--- config.mk ---
export PLATFORM = sky130hd
export DESIGN_NAME = instr_adder_seq
export DESIGN_NICKNAME = d
export VERILOG_FILES = /design/src/rtl/instr_adder_pkg.sv /design/src/rtl/instr_adder_seq.sv
export SDC_FILE = /design/constraint.sdc
export NUM_CORES = 1
export LEC_CHECK = 0
export ABC_AREA = 1
export CORE_ASPECT_RATIO = 1.75
export CORE_MARGIN = 4
export CORE_UTILIZATION = 42
export DETAILED_ROUTE_END_ITERATION = 10
export MAX_ROUTING_LAYER = met4
export PLACE_DENSITY = 0.78
export RECOVER_POWER = 50
export REMOVE_ABC_BUFFERS = 1
export SLEW_MARGIN = 40
export SYNTH_ARGS = -nofsm -noshare
export SYNTH_HDL_FRONTEND = slang
export SYNTH_SLANG_ARGS = --single-unit
--- constraint.sdc ---
create_clock -name wb_clk_i -period 2.2 [get_ports wb_clk_i]
set_input_delay 0.66 -clock wb_clk_i [delete_from_list [all_inputs] [get_ports wb_clk_i]]
set_output_delay 0.66 -clock wb_clk_i [all_outputs]
set_load 0.02 [all_outputs]
--- src/rtl/instr_adder_pkg.sv ---
// Shared widths, settle length and sequencer state encoding for the instrumented adder.
package instr_adder_pkg;

    localparam int OP_W          = 32;
    localparam int COUNT_W       = 32;
    localparam int GATE_W        = 16;
    localparam int SETTLE_CYCLES = 4;

    typedef enum logic [2:0] {
        IDLE,
        LOAD,
        RUN,
        STOP,
        CAPTURE
    } state_t;

endpackage

--- src/rtl/instr_adder_seq.sv ---
// Ring-oscillator measurement sequencer: latch operands, clear, gate the ring, settle, capture count.
// Latency: accepted start at t -> done_o at t+2*SETTLE_CYCLES+G+1; no backpressure, start ignored while busy.
// Optional INSTR_ADDER_SEQ_REPEAT_EN: back-to-back measurements while continuous_i is held.
module instr_adder_seq
    import instr_adder_pkg::*;
#(
    parameter int OP_W          = instr_adder_pkg::OP_W,
    parameter int COUNT_W       = instr_adder_pkg::COUNT_W,
    parameter int GATE_W        = instr_adder_pkg::GATE_W,
    parameter int SETTLE_CYCLES = instr_adder_pkg::SETTLE_CYCLES
) (
    input  logic               wb_clk_i,
    input  logic               wb_rst_n,
    input  logic               start_i,
    input  logic               abort_i,
    input  logic               continuous_i,
    input  logic [OP_W-1:0]    a_i,
    input  logic [OP_W-1:0]    b_i,
    input  logic [GATE_W-1:0]  gate_cycles_i,
    output logic [OP_W-1:0]    a_input_o,
    output logic [OP_W-1:0]    b_input_o,
    output logic               ring_en_o,
    output logic               cnt_clr_o,
    output logic               cnt_en_o,
    input  logic [COUNT_W-1:0] count_i,
    output logic [COUNT_W-1:0] result_o,
    output logic               done_o,
    output logic               err_o,
    output logic               busy_o
);

    localparam logic [GATE_W-1:0] SETTLE_LD = GATE_W'(SETTLE_CYCLES - 1);

    state_t              r_state;
    state_t              w_state_nxt;
    logic [GATE_W-1:0]   r_cnt;
    logic [GATE_W-1:0]   w_cnt_nxt;
    logic [OP_W-1:0]     r_a;
    logic [OP_W-1:0]     r_b;
    logic [GATE_W-1:0]   r_gate;
    logic [COUNT_W-1:0]  r_result;
    logic                r_done;
    logic                r_err;
    logic                w_cnt_zero;
    logic                w_start_ok;
    logic                w_start_zero;
    logic                w_capture;
    logic                w_repeat;

    assign w_cnt_zero   = (r_cnt == '0);
    assign w_start_ok   = (r_state == IDLE) && start_i && !abort_i && (gate_cycles_i != '0);
    assign w_start_zero = (r_state == IDLE) && start_i && !abort_i && (gate_cycles_i == '0);

`ifdef INSTR_ADDER_SEQ_REPEAT_EN
    assign w_repeat = continuous_i;
`else
    logic w_unused_continuous;
    assign w_unused_continuous = continuous_i;
    assign w_repeat = 1'b0;
`endif

    // Each timed state loads N-1 on entry and leaves when the counter reaches zero.
    always_comb begin
        w_state_nxt = r_state;
        w_cnt_nxt   = r_cnt;
        w_capture   = 1'b0;
        if (abort_i && (r_state != IDLE)) begin
            w_state_nxt = IDLE;
            w_cnt_nxt   = '0;
        end else begin
            case (r_state)
                IDLE: begin
                    if (w_start_ok) begin
                        w_state_nxt = LOAD;
                        w_cnt_nxt   = SETTLE_LD;
                    end
                end
                LOAD: begin
                    if (w_cnt_zero) begin
                        w_state_nxt = RUN;
                        w_cnt_nxt   = r_gate - 1'b1;
                    end else begin
                        w_cnt_nxt = r_cnt - 1'b1;
                    end
                end
                RUN: begin
                    if (w_cnt_zero) begin
                        w_state_nxt = STOP;
                        w_cnt_nxt   = SETTLE_LD;
                    end else begin
                        w_cnt_nxt = r_cnt - 1'b1;
                    end
                end
                STOP: begin
                    if (w_cnt_zero) begin
                        w_state_nxt = CAPTURE;
                        w_capture   = 1'b1;
                    end else begin
                        w_cnt_nxt = r_cnt - 1'b1;
                    end
                end
                CAPTURE: begin
                    if (w_repeat) begin
                        w_state_nxt = LOAD;
                        w_cnt_nxt   = SETTLE_LD;
                    end else begin
                        w_state_nxt = IDLE;
                    end
                end
                default: begin
                    w_state_nxt = IDLE;
                    w_cnt_nxt   = '0;
                end
            endcase
        end
    end

    always_ff @(posedge wb_clk_i or negedge wb_rst_n) begin
        if (!wb_rst_n) begin
            r_state  <= IDLE;
            r_cnt    <= '0;
            r_a      <= '0;
            r_b      <= '0;
            r_gate   <= '0;
            r_result <= '0;
            r_done   <= 1'b0;
            r_err    <= 1'b0;
        end else begin
            r_state <= w_state_nxt;
            r_cnt   <= w_cnt_nxt;
            r_done  <= w_capture | w_start_zero;
            if (w_start_ok) begin
                r_a    <= a_i;
                r_b    <= b_i;
                r_gate <= gate_cycles_i;
                r_err  <= 1'b0;
            end else if (w_start_zero) begin
                r_err <= 1'b1;
            end
            // count_i has been quiescent for the whole STOP window, so no synchronizer.
            if (w_capture) begin
                r_result <= count_i;
            end
        end
    end

    assign a_input_o = r_a;
    assign b_input_o = r_b;
    assign ring_en_o = (r_state == RUN);
    assign cnt_en_o  = (r_state == RUN);
    assign cnt_clr_o = (r_state == LOAD);
    assign busy_o    = (r_state != IDLE);
    assign result_o  = r_result;
    assign done_o    = r_done;
    assign err_o     = r_err;

endmodule

=== After elaboration in Yosys (flattened, before gate mapping) ===
Index checks and enable logic that the tools add are counted.

* Register bits after elaboration: 133
* Bits in latches: 0
* Memory bits (writable): 0
* Memory bits (read-only): 0
* Bits of input ports: 117
* Output and inout port bits: 102
* Word-level logic and storage cells: 52
* Memories: 0

* Add/subtract/negate cells: 2
* Multiply operators: 0
* Divide/modulo/power cells: 0
* Order comparisons: 0
* Equality and inequality tests: 10
* Shift operators: 0
* Mux-type cells: 17
* Bitwise operators: 1
* Reductions and logical operators: 14

{| class="wikitable"
|+ Operators with widths
! cell !! count
|-
| 16-bit two-way mux || 5
|-
| 16-bit case mux with 5 select lines || 1
|-
| 16-bit logical NOT || 2
|-
| 16-bit by 1-bit subtractor with 16-bit output (second input constant) || 2
|-
| 16-bit nonzero test || 1
|-
| 3-bit two-way mux || 5
|-
| 3-bit case mux with 4 select lines || 1
|-
| 3-bit by 2-bit == test with 1-bit output (second input constant) || 2
|-
| 3-bit by 1-bit inequality test with 1-bit output (second input constant) || 2
|-
| 3-bit inequality test (second input constant) || 2
|-
| 1-bit logical AND || 5
|-
| 1-bit two-way mux || 5
|-
| 4-bit AND reduction || 1
|-
| 3-bit by 1-bit == test with 1-bit output (second input constant) || 1
|-
| 3-bit == test (second input constant) || 1
|-
| 3-bit logical NOT || 1
|-
| 3-bit by 2-bit inequality test with 1-bit output (second input constant) || 1
|-
| 3-bit AND reduction || 1
|-
| 3-bit nonzero test || 1
|-
| 2-bit inequality test (second input constant) || 1
|-
| 2-bit nonzero test || 1
|-
| 1-bit logical NOT || 1
|-
| 1-bit OR || 1
|}

=== Depth between registers and ports, before layout ===
Gate-level depths: netlist of run 1.

* Depth in word-level cells: 7
* Gate-level depth with buffers: 12
* Depth with buffers taken out: 12

=== Worst setup path after synthesis of run 1 ===
Ideal clock, no wire load.

* Path kind: reg-to-output
* From: register r_state[1]
* To: output cnt_clr_o
* Arrival: 1.149 ns
* Required time: 1.540 ns
* Setup slack: 0.391 ns
* Stages on the path, launching flop included: 5
* Path buffers: 1
* Cell sequence: dfrtp_1 inv_1 nand3_1 inv_1 clkbuf_1

* Longest elaborated chain between the ends: 1

{| class="wikitable"
|+ RTL lines
! element !! line !! source
|-
| start: declaration || instr_adder_seq.sv:34 || <nowiki>state_t r_state;</nowiki>
|-
| start signal: assignment || instr_adder_seq.sv:129 || <nowiki>r_state <= w_state_nxt;</nowiki>
|-
| 3-bit by 1-bit == test with 1-bit output || instr_adder_seq.sv:151 || <nowiki>assign cnt_clr_o = (r_state == LOAD);</nowiki>
|-
| end: declaration || instr_adder_seq.sv:23 || <nowiki>output logic cnt_clr_o,</nowiki>
|}

Every way passes these cells.

=== Final worst setup path of run 1 ===
* From: register r_state[0]
* To: output busy_o

* Longest elaborated chain between the ends: 1

{| class="wikitable"
|+ RTL lines
! element !! line !! source
|-
| 3-bit nonzero test || instr_adder_seq.sv:152 || <nowiki>assign busy_o = (r_state != IDLE);</nowiki>
|-
| end: declaration || instr_adder_seq.sv:29 || <nowiki>output logic busy_o</nowiki>
|}

Every way passes these cells.

==> results of run 1 <==
## cell usage in the layout (no fill, tap or decap), types with 6 or more instances in the layout
| master | n |
|---|---|
| nand2_1 | 475 |
| xor2_1 | 6 |
| nand2_2 | 6 |
| buf_12 | 6 |
| buf_4 | 24 |
| inv_1 | 49 |
| o21ai_0 | 27 |
| nand3_1 | 47 |
| clkdlybuf4s50_1 | 212 |
| dfrtp_1 | 132 |
| nor2_1 | 66 |
| clkbuf_16 | 17 |
## power groups by stage
stage / registers, mW / clock network [mW] / logic [mW]
finish: 4.44 / 2.89 / 7.79
floorplan: 5.45 / 0 / 3.28
detailed placement: 4.42 / 0 / 7.82
global placement: 4.40 / 0 / 7.66
CTS: 4.43 / 2.94 / 7.87
global route: 4.59 / 3.05 / 8.56
## final cells by class
| cell class | count | area [um^2] | area share |
|---|---|---|---|
| Sequential cell | 133 | 3330 | 0.349 |
| Multi-Input combinational cell | 647 | 2690 | 0.282 |
| Timing Repair Buffer | 252 | 2490 | 0.261 |
| Clock buffer | 18 | 439 | 0.0461 |
| Tap cell | 183 | 229 | 0.0240 |
| Inverter | 53 | 199 | 0.0209 |
| Clock inverter | 12 | 155 | 0.0163 |
## layer usage
metal | wire [um] | part of all wire | global-route usage
met5 | 0 | 0 | -
met4 | 749 | 0.039 | 0.0995
met3 | 871 | 0.046 | 0.0563
met2 | 10600 | 0.55 | 0.410
met1 | 6940 | 0.36 | 0.248
## state kept, by name, summed over array words and instances (netlist names)
signal	count
r_gate	16
result_o	32
a_input_o	32
err_o	1
done_o	1
r_cnt	16
r_state	3
b_input_o	32
## worst reg2reg max path, cell delays in order, from the launching register on
cell and delay [ns]:
dfrtp_1 0.43, inv_1 0.12, ha_1 0.22, nand2_2 0.13
nor2_4 0.18, nand3_1 0.10, nor2_2 0.28, o21ai_0 0.24
nand2_1 0.11, o21ai_0 0.09
## logic make-up (layout without fill, tap and decap cells)
family / Yosys count / after routing / share of synthesized area
simple gates: 608 / 608 / 0.383
fa+ha+maj: 2 / 2 / 0.00392
compound gates: 30 / 30 / 0.0239
flops: 133 / 133 / 0.522
xor+xnor: 7 / 7 / 0.00961
buf+inv: 83 / 335 / 0.0575
## stage by stage
step	total power [mW]	hold slack, ns	util
4_1_cts	15.2	0.192	0.644
3_3_place_gp	12.1	0.461	0.604
2_1_floorplan	8.72	0.364	-
3_5_place_dp	12.2	0.464	0.604
5_1_grt	16.2	0.490	0.639
6_report	15.1	0.477	0.639
## path summary, 6_finish.rpt
check                        startpoint            end  slack [ns]  cells past startpoint
max                          r_state[0]         busy_o        0.09                      3
min                        result_o[10]   result_o[10]        0.48                      2
max reg2reg                    r_cnt[0]     r_state[1]        0.16                      9
min reg2reg                result_o[10]   result_o[10]        0.48                      2
max in group asynchronous      wb_rst_n     r_state[0]        0.45                      2
min in group asynchronous      wb_rst_n  b_input_o[11]        0.49                      1
## repair_timing
| item | 4_1_cts | 5_1_grt |
|---|---|---|
| endpoints found under the hold margin | 0 | 0 |
| gates cloned | 0 | 0 |
| endpoints found under the setup margin | 4 | 7 |
| resized for setup | 10 | 7 |
==> impl_metrics.tcl, run 1 <==
set metrics [dict create \
    netlist_area_um2 6380 \
    max_stage_delay_ns 0.44 \
    ys_top_cells_by_count "nand2_1 (475), dfrtp_1 (133), nor2_1 (66)" \
    tightestPinTransition_ns 1.22 \
    final_critical_path_setup_slack_ns 0.0940 \
    cts_sinks 133 \
    place_ws_ns -0.171 \
    min_period_over_period 0.957 \
    seq_area_frac_synth 0.522 \
    worstPathRequired_ns 1.54 \
    grt_pass1_vias 6307 \
    critPathKind "reg -> out" \
    grtUsageTotal 0.234 \
    viasPerCell 4.79 \
    p_sw_frac 0.425 \
    p_leak_nw 4.90 \
    finalHoldViolCount 0 \
    yosysTopAreaCell "dfrtp_1" \
    fin_skew_ns 0.0118 \
    drcViolationCount 0 \
    cts_max_path_buffers 2 \
    placedCellCount 1268 \
    syn_avg_cell_area_um2 7.39 \
    p_clk_frac 0.191 \
    status "finished clean" \
    finish.instance_area_um2 9530 \
    start_util 0.428 \
    ioPinCount 219 \
    cp-start-kind "register" \
    cts_hold_buffers 0 \
    fin_cells 1298 \
    ys_warn_count 0 \
    drv_cap 0 \
    synthToLayoutAreaGrowth_pct 49.4 \
    synth_edf_count 0 \
    diodes 0 \
    die_w_um 101 \
    synth_top_area_frac 0.522 \
    dieArea_um2 17300 \
    hp-class "reg -> reg" \
    cp_top_family "flip-flops" \
    worst-path-buf-inv 1 \
    numCtsBuffers 17 \
    end_kind "primary output" \
    htreeDepth 4 \
    postCtsSetupBuffers 0 \
    dpl_cell_area_um2 9000 \
    antenna_found_initial 0 \
    syn_inst 863 \
    slowest_stage "dfrtp_2" \
    overflow 0 \
    place_congestion 0.887 \
    p_seq_frac 0.293 \
    slew_viol_final 0 \
    cts_root_buffer "clkbuf_16" \
    grt_max_degree 50 \
    die_h_um 171 \
    portBuffers 217 \
    cts_tree "done" \
    core_um2 14900 \
    synthTopCellsByArea "dfrtp_1 (52%), nand2_1 (28%), nor2_1 (3.9%)" \
    yosysUniqueCellTypes 23 \
    path_cells "nor2_4, nand2_4, dlygate4sd2_1" \
    final_antenna_net_count 0 \
    period_minus_slack_ns 2.11 \
    drt_wl_total_um 19100 \
    share_comb_of_total_power 0.515 \
    synth_ff_type "dfrtp_1" \
    crit_fanout 5 \
    post-synth-top-count-cell "nand2_1" \
    layout-drive-gt1-share 0.0825 \
    peakVddDrop_mv 0.911 \
    dr.pass1.iters 5 \
    final_nets 1223 \
    crit_arrival_ns 1.45 \
    powerDensity_nw_per_um2 1590 \
    worstSkewPairLatency_ns 0.41 \
    ys_ff_latch 133 \
    num_vias 6218 \
    p_int_mw 8.69 \
    clk_pin_slew_ns 0.06 \
    asyncSetResetFlopFracSynth 1.00 \
    rsz0062_at_grt "no" \
    drtIter0Drc 331 \
    rows 59 \
    relSlewSlack 0.190 \
    fill_cells 1282 \
    wl_per_cell_um 14.7 \
    setup_viol 0 \
    switching_power_mw 6.42 \
    dp_hpwl_um 14100 \
    tns_ns 0 \
    grt_pass1_wl_um 30800 \
    fmax_mhz 475 \
]
Power figures use the tool's default switching activity.
==> run 2, diff against run 1 <==
- TNS_END_PERCENT: unset -> 50
==> results of run 2 <==
Same layout as run 1: the final DEF is identical, and so are final timing and power.
==> run 3, diff against run 2 <==
- ABC_AREA: 1 -> 0
- PLACE_DENSITY: 0.78 -> 0.79
==> run 3 against run 2 <==
Effect of this change: the flow now finishes with violations (setup timing); wire length is 2.1% lower; register-to-register slack worse by 0.21 ns; utilization is 4.9 points higher; power is 6.4% lower; sequential power is 7.4% lower; synthesized area is 5.7% lower; non-clock buffer count is 37 higher; die area is 5.4% lower; largest cell class unchanged; largest power group unchanged.
==> impl_metrics.tcl, run 3 <==
set metrics [dict create \
    asyncSetResetFlopFracSynth 1.00 \
    end_kind "register" \
    grtUsageTotal 0.232 \
    dp_hpwl_um 13800 \
    ioPinCount 219 \
    p_leak_nw 4.38 \
    fin_skew_ns 0.0106 \
    relSlewSlack 0.183 \
    cts_tree "done" \
    netlist_area_um2 6010 \
    synth_mux_area_frac 0.201 \
    finalHoldViolCount 0 \
    final_antenna_net_count 0 \
    drt_wl_total_um 18700 \
    worstPathRequired_ns 2.54 \
    ys_top_cells_by_count "dfrtp_1 (133), mux2_2 (69), nand2_1 (59)" \
    numCtsBuffers 17 \
    dieArea_um2 16400 \
    drv_cap 0 \
    dr.pass1.iters 4 \
    clk_pin_slew_ns 0.06 \
    htreeDepth 4 \
    core_um2 14000 \
    drtIter0Drc 230 \
    synth_adder_area_share 0.00416 \
    crit_start "r_cnt[0]" \
    layout-drive-gt1-share 0.293 \
    viasPerCell 5.23 \
    cts_hold_buffers 0 \
    min_period_over_period 1.02 \
    layout.cells.most_common "clkdlybuf4s50_1" \
    rsz0062_at_grt "yes" \
    synthTopCellsByArea "dfrtp_1 (55%), mux2_2 (13%), mux2_4 (7.0%)" \
    synth_edf_count 0 \
    num_vias 4969 \
    synth_compound_area_frac 0.0712 \
    hp-start "a_input_o[24]" \
    rows 57 \
    fin_hold_ws_ns 0.507 \
    critPathKind "reg -> reg" \
    grt_pass1_wl_um 29100 \
    seq_area_frac_synth 0.553 \
    antenna_found_initial 1 \
    final_nets 879 \
    wl_per_cell_um 19.7 \
    synthToLayoutAreaGrowth_pct 59.9 \
    fmax_mhz 444 \
    final_critical_path_setup_slack_ns -0.0536 \
    hp-class "reg -> reg" \
    synth_top_family_by_area "multiplexers" \
    yosysTopAreaCell "dfrtp_1" \
    grt_max_degree 91 \
    slew_viol_final 0 \
    start_util 0.430 \
    worstSkewPairLatency_ns 0.41 \
    cts_max_path_buffers 2 \
    cts_root_buffer "clkbuf_16" \
    crit_arrival_ns 2.60 \
    layout_common_cells "clkdlybuf4s50_1 (197), dfrtp_1 (133), mux2_2 (69), buf_4 (60), nand2_1 (59)" \
    grt_pass1_vias 5635 \
    status "finished, violations left" \
    synth_top_area_frac 0.553 \
    cts_sinks 133 \
    tightestPinTransition_ns 1.23 \
    crit_fanout 7 \
    ys_warn_count 0 \
    timing.rr.start "r_cnt[0]" \
    synth_ff_type "dfrtp_1" \
    setup_viol 14 \
    cp-start-kind "register" \
    overflow 0 \
    die_w_um 98.5 \
    syn_avg_cell_area_um2 12.7 \
    post-synth-top-count-cell "dfrtp_1" \
    placedCellCount 912 \
    synthXorXnorAreaFrac 0.0262 \
    portBuffers 217 \
    peakVddDrop_mv 1.04 \
    fin_cells 950 \
    yosysUniqueCellTypes 61 \
    syn_inst 474 \
    period_minus_slack_ns 2.25 \
    synthSimpleGateAreaFrac 0.116 \
    powerDensity_nw_per_um2 1470 \
    ys_ff_latch 133 \
    place_congestion 0.925 \
    violations "setup timing" \
    die_h_um 166 \
    drcViolationCount 0 \
]
==> run 3: cell types whose count changed in the layout (fill, tap and decap cells not counted), moves of 36 or more <==
cell / before / now
nand3_1: 47 / 5
inv_1: 49 / 10
buf_4: 24 / 60
nor2_1: 66 / 17
nand2_1: 475 / 59
mux2_2: 0 / 69
==> run 3: worst paths after layout <==
kind                       depth (start not counted)             to  slack (ns)
max                                                9       r_cnt[2]       -0.05
min reg2reg                                        1  a_input_o[24]        0.51
max reg2reg                                        9       r_cnt[2]       -0.05
min                                                1  a_input_o[24]        0.51
min in group asynchronous                          2  a_input_o[10]        0.55
max in group asynchronous                          2       r_cnt[8]        0.77
==> run 3: critical path, cell delays in order (launching register included) <==
cell	delay (ns)
dfrtp_1	0.35
inv_1	0.05
ha_2	0.19
nor3b_4	0.15
and4b_2	0.29
a41oi_1	0.36
o211ai_1	0.15
buf_4	0.18
nor4b_1	0.33
a211o_1	0.15
==> run 3: what timing repair did <==
action | CTS | global route
setup buffers | 1 | 3
hold endpoints to repair | 0 | 0
pin swaps | 7 | 7
resized for setup | 24 | 15
setup endpoints to repair | 133 | 127
cloned | 0 | 2
==> run 3: layout make-up <==
cell class	instances	area, um^2
clock buffers	18	439
well taps	177	221
repair buffers	289	2810
flip-flops and latches	133	3330
clock inverters	13	193
inverters	10	37.5
multi-input cells	309	2590
fillers	1041	4360
diodes	1	2.50
==> run 3: metal layers <==
metal	vias to the layer above	global-route usage	routed length [um]
met5	-	-	0
met4	0	0.111	772
met3	50	0.0374	694
met2	197	0.427	10900
met1	2459	0.233	6390
li1	2263	-	-
==> run 3: cells by family (layout without fill, tap and decap cells) <==
| logic type | after synthesis | count (layout) |
|---|---|---|
| buffers and inverters | 32 | 330 |
| adders and majority gates | 2 | 2 |
| AOI/OAI and AO/OA | 58 | 58 |
| muxes | 98 | 98 |
| other | 0 | 1 |
| xor gates and xnor gates | 18 | 18 |
| DFF | 133 | 133 |
| and+or+nand+nor | 133 | 133 |
==> run 3: through the flow <==
step	setup TNS (ns)	setup WS, ns	instance area, um^2	util	total power [mW]
global placement	-54.81	-0.643	8850	0.633	10.5
CTS	-0.0575	-0.0355	9510	0.680	14.0
finish	-0.136	-0.0536	9620	0.688	14.1
global route	-5.36	-0.137	9620	0.688	14.9
detailed placement	-61.36	-0.679	8850	0.633	10.8
floorplan	-134.17	-1.75	5880	-	7.43
==> run 3: power breakdown <==
group	switching [mW]	internal, mW	leakage [nW]	total, mW
Clock	1.12	1.94	0.304	3.07
Sequential	0.669	3.44	1.68	4.11
Combinational	3.40	3.57	2.40	6.97
==> variant: new RTL, config.mk and constraints of run 3 <==
The package constant `OP_W` goes from 32 to 16.
--- a/src/rtl/instr_adder_pkg.sv
+++ b/src/rtl/instr_adder_pkg.sv
@@ -1,7 +1,7 @@
 // Shared widths, settle length and sequencer state encoding for the instrumented adder.
 package instr_adder_pkg;
 
-    localparam int OP_W          = 32;
+    localparam int OP_W          = 16;
     localparam int COUNT_W       = 32;
     localparam int GATE_W        = 16;
     localparam int SETTLE_CYCLES = 4;
Interface: changed (resized a_i, a_input_o, b_i and b_input_o); port bits go from 219 to 155. No check against the original RTL was run, so the function may have changed too.
==> variant against run 3 <==
  * The run still ends with setup timing left
  * Critical path depth increased by 1
  * Power decreased by 21%
  * Count of clock-buffer cells in the layout decreased by 8
  * Sequential cell count decreased by 32
  * Synthesized cell count decreased by 18%
  * Final area decreased by 21%
  * Synthesized area decreased by 19%
  * Cell count decreased by 21%
  * Wire length decreased by 21%
  * Setup slack improved by 9.8 ps
  * Sequential share of layout area decreased by 1.2 points
  * Critical endpoint is now r_cnt[4]$_DFFE_PN0P_
  * Largest cell class unchanged
==> variant: results <==
status:
  status: "complete, but fails checks"
  failed_checks: "setup timing"
clocking:
  cts_htree_levels: 3
  numCtsBuffers: 9
  worstSkewPairLatency_ps: 340
route:
  detail_route.wirelength.met1_mm: 5.12
  detailroute.wirelength.met3_um: 765
  avgRoutedWirePerCell_um: 19.8
  detail_route.iter0.violations: 191
  vias_per_cell: 5.41
  routed-wl-met2_mm: 8.28
synthesis:
  synth_commonest_cells: "101 x dfrtp_1, 49 x mux2_2, 28 x mux2_4"
  synthMuxAreaShare: 0.202
  post_synth.cell_area_avg_sq_um: 12.5
  dominant_cells_by_area_after_synthesis: "dfrtp_1 52%, mux2_2 11%, mux2_4 8.6%"
  synth-xor-area-share: 0.0306
  synth.yosys.seq_area_share: 0.519
  compound_gate_fraction_of_synth_area: 0.0897
  post_synth_fa_ha_maj_area_fraction: 0.00720
global_routing:
  grt_pass1_vias: 4611
  global_route.usage.met2: 0.415
  grt_use_total: 0.238
  gr-usage-met1: 0.244
  grt_first_pass_wirelength_mm: 23.5
  globalRouteMet3Util: 0.0542
  grt_start_max_net_pins: 49
finish:
  final_layout_size_suffix_gt1_frac: 0.338
  max_ffs_per_register: 32
  fillCellCount: 762
  num-nets-final: 701
pwr:
  power.leakage_uw: 0.00345
  seq-power_uw: 3260
  power.internal_uw: 6800
  combinationalPower_uw: 6270
worst_setup_path:
  crit_fanout: 5
  worstPathArrival_ps: 2480
placed_design:
  post_placement_cell_area_sq_um: 7010
  place_congestion: 0.925
  numPlacedInstances: 725
sta:
  final-setup-viol-count: 2
  worstMarginPinSlew_ps: 1130
  layout_setup_ws_ps: -43.8
==> variant: final timing paths <==
| kind | start | endpoint | cells past startpoint |
|---|---|---|---|
| hold reg to reg | result_o[0]$_DFFE_PN0P_ | result_o[0]$_DFFE_PN0P_ | 1 |
| min in group asynchronous | wb_rst_n | b_input_o[14]$_DFFE_PN0P_ | 1 |
| hold / removal | result_o[0]$_DFFE_PN0P_ | result_o[0]$_DFFE_PN0P_ | 1 |
| setup reg to reg | r_cnt[1]$_DFFE_PN0P_ | r_cnt[4]$_DFFE_PN0P_ | 10 |
| max in group asynchronous | wb_rst_n | b_input_o[0]$_DFFE_PN0P_ | 2 |
| setup / recovery | r_cnt[1]$_DFFE_PN0P_ | r_cnt[4]$_DFFE_PN0P_ | 10 |
==> variant: worst max-delay path, cell delays in order, from the launching register on <==
cell     delay, ps
dfrtp_1        380
inv_1           70
ha_2           170
nor3b_2        140
buf_4          150
nand4_1        170
buf_4          200
o31a_1         330
a21oi_2        200
nor3_2          50
a211o_1        260
==> variant: metrics by stage <==
stage	utilization	TNS (ps)	power [uW]	setup slack, ps	hold WS, ps
floorplan	-	-148820	6260	-2870	364
global placement	0.625	-45690	8870	-751	490
detailed placement	0.625	-49350	9050	-785	496
CTS	0.664	-65.7	10900	-65.7	195
global route	0.674	-647	11800	-102	523
finish	0.674	-86.9	11100	-43.8	503
==> variant: layout make-up <==
type                            instances  share of cell area
Sequential cell                       101               0.334
Multi-Input combinational cell        260               0.306
Timing Repair Buffer                  231               0.292
Clock buffer                           10              0.0316
Tap cell                              132              0.0218
Clock inverter                          6             0.00810
Inverter                               11             0.00579
Antenna cell                            1            0.000331
==> variant: repair_timing <==
item,in CTS,in global routing
resized for setup,44,39
pin swaps,7,15
cloned,3,1
setup buffers,4,3
setup endpoints to repair,70,64
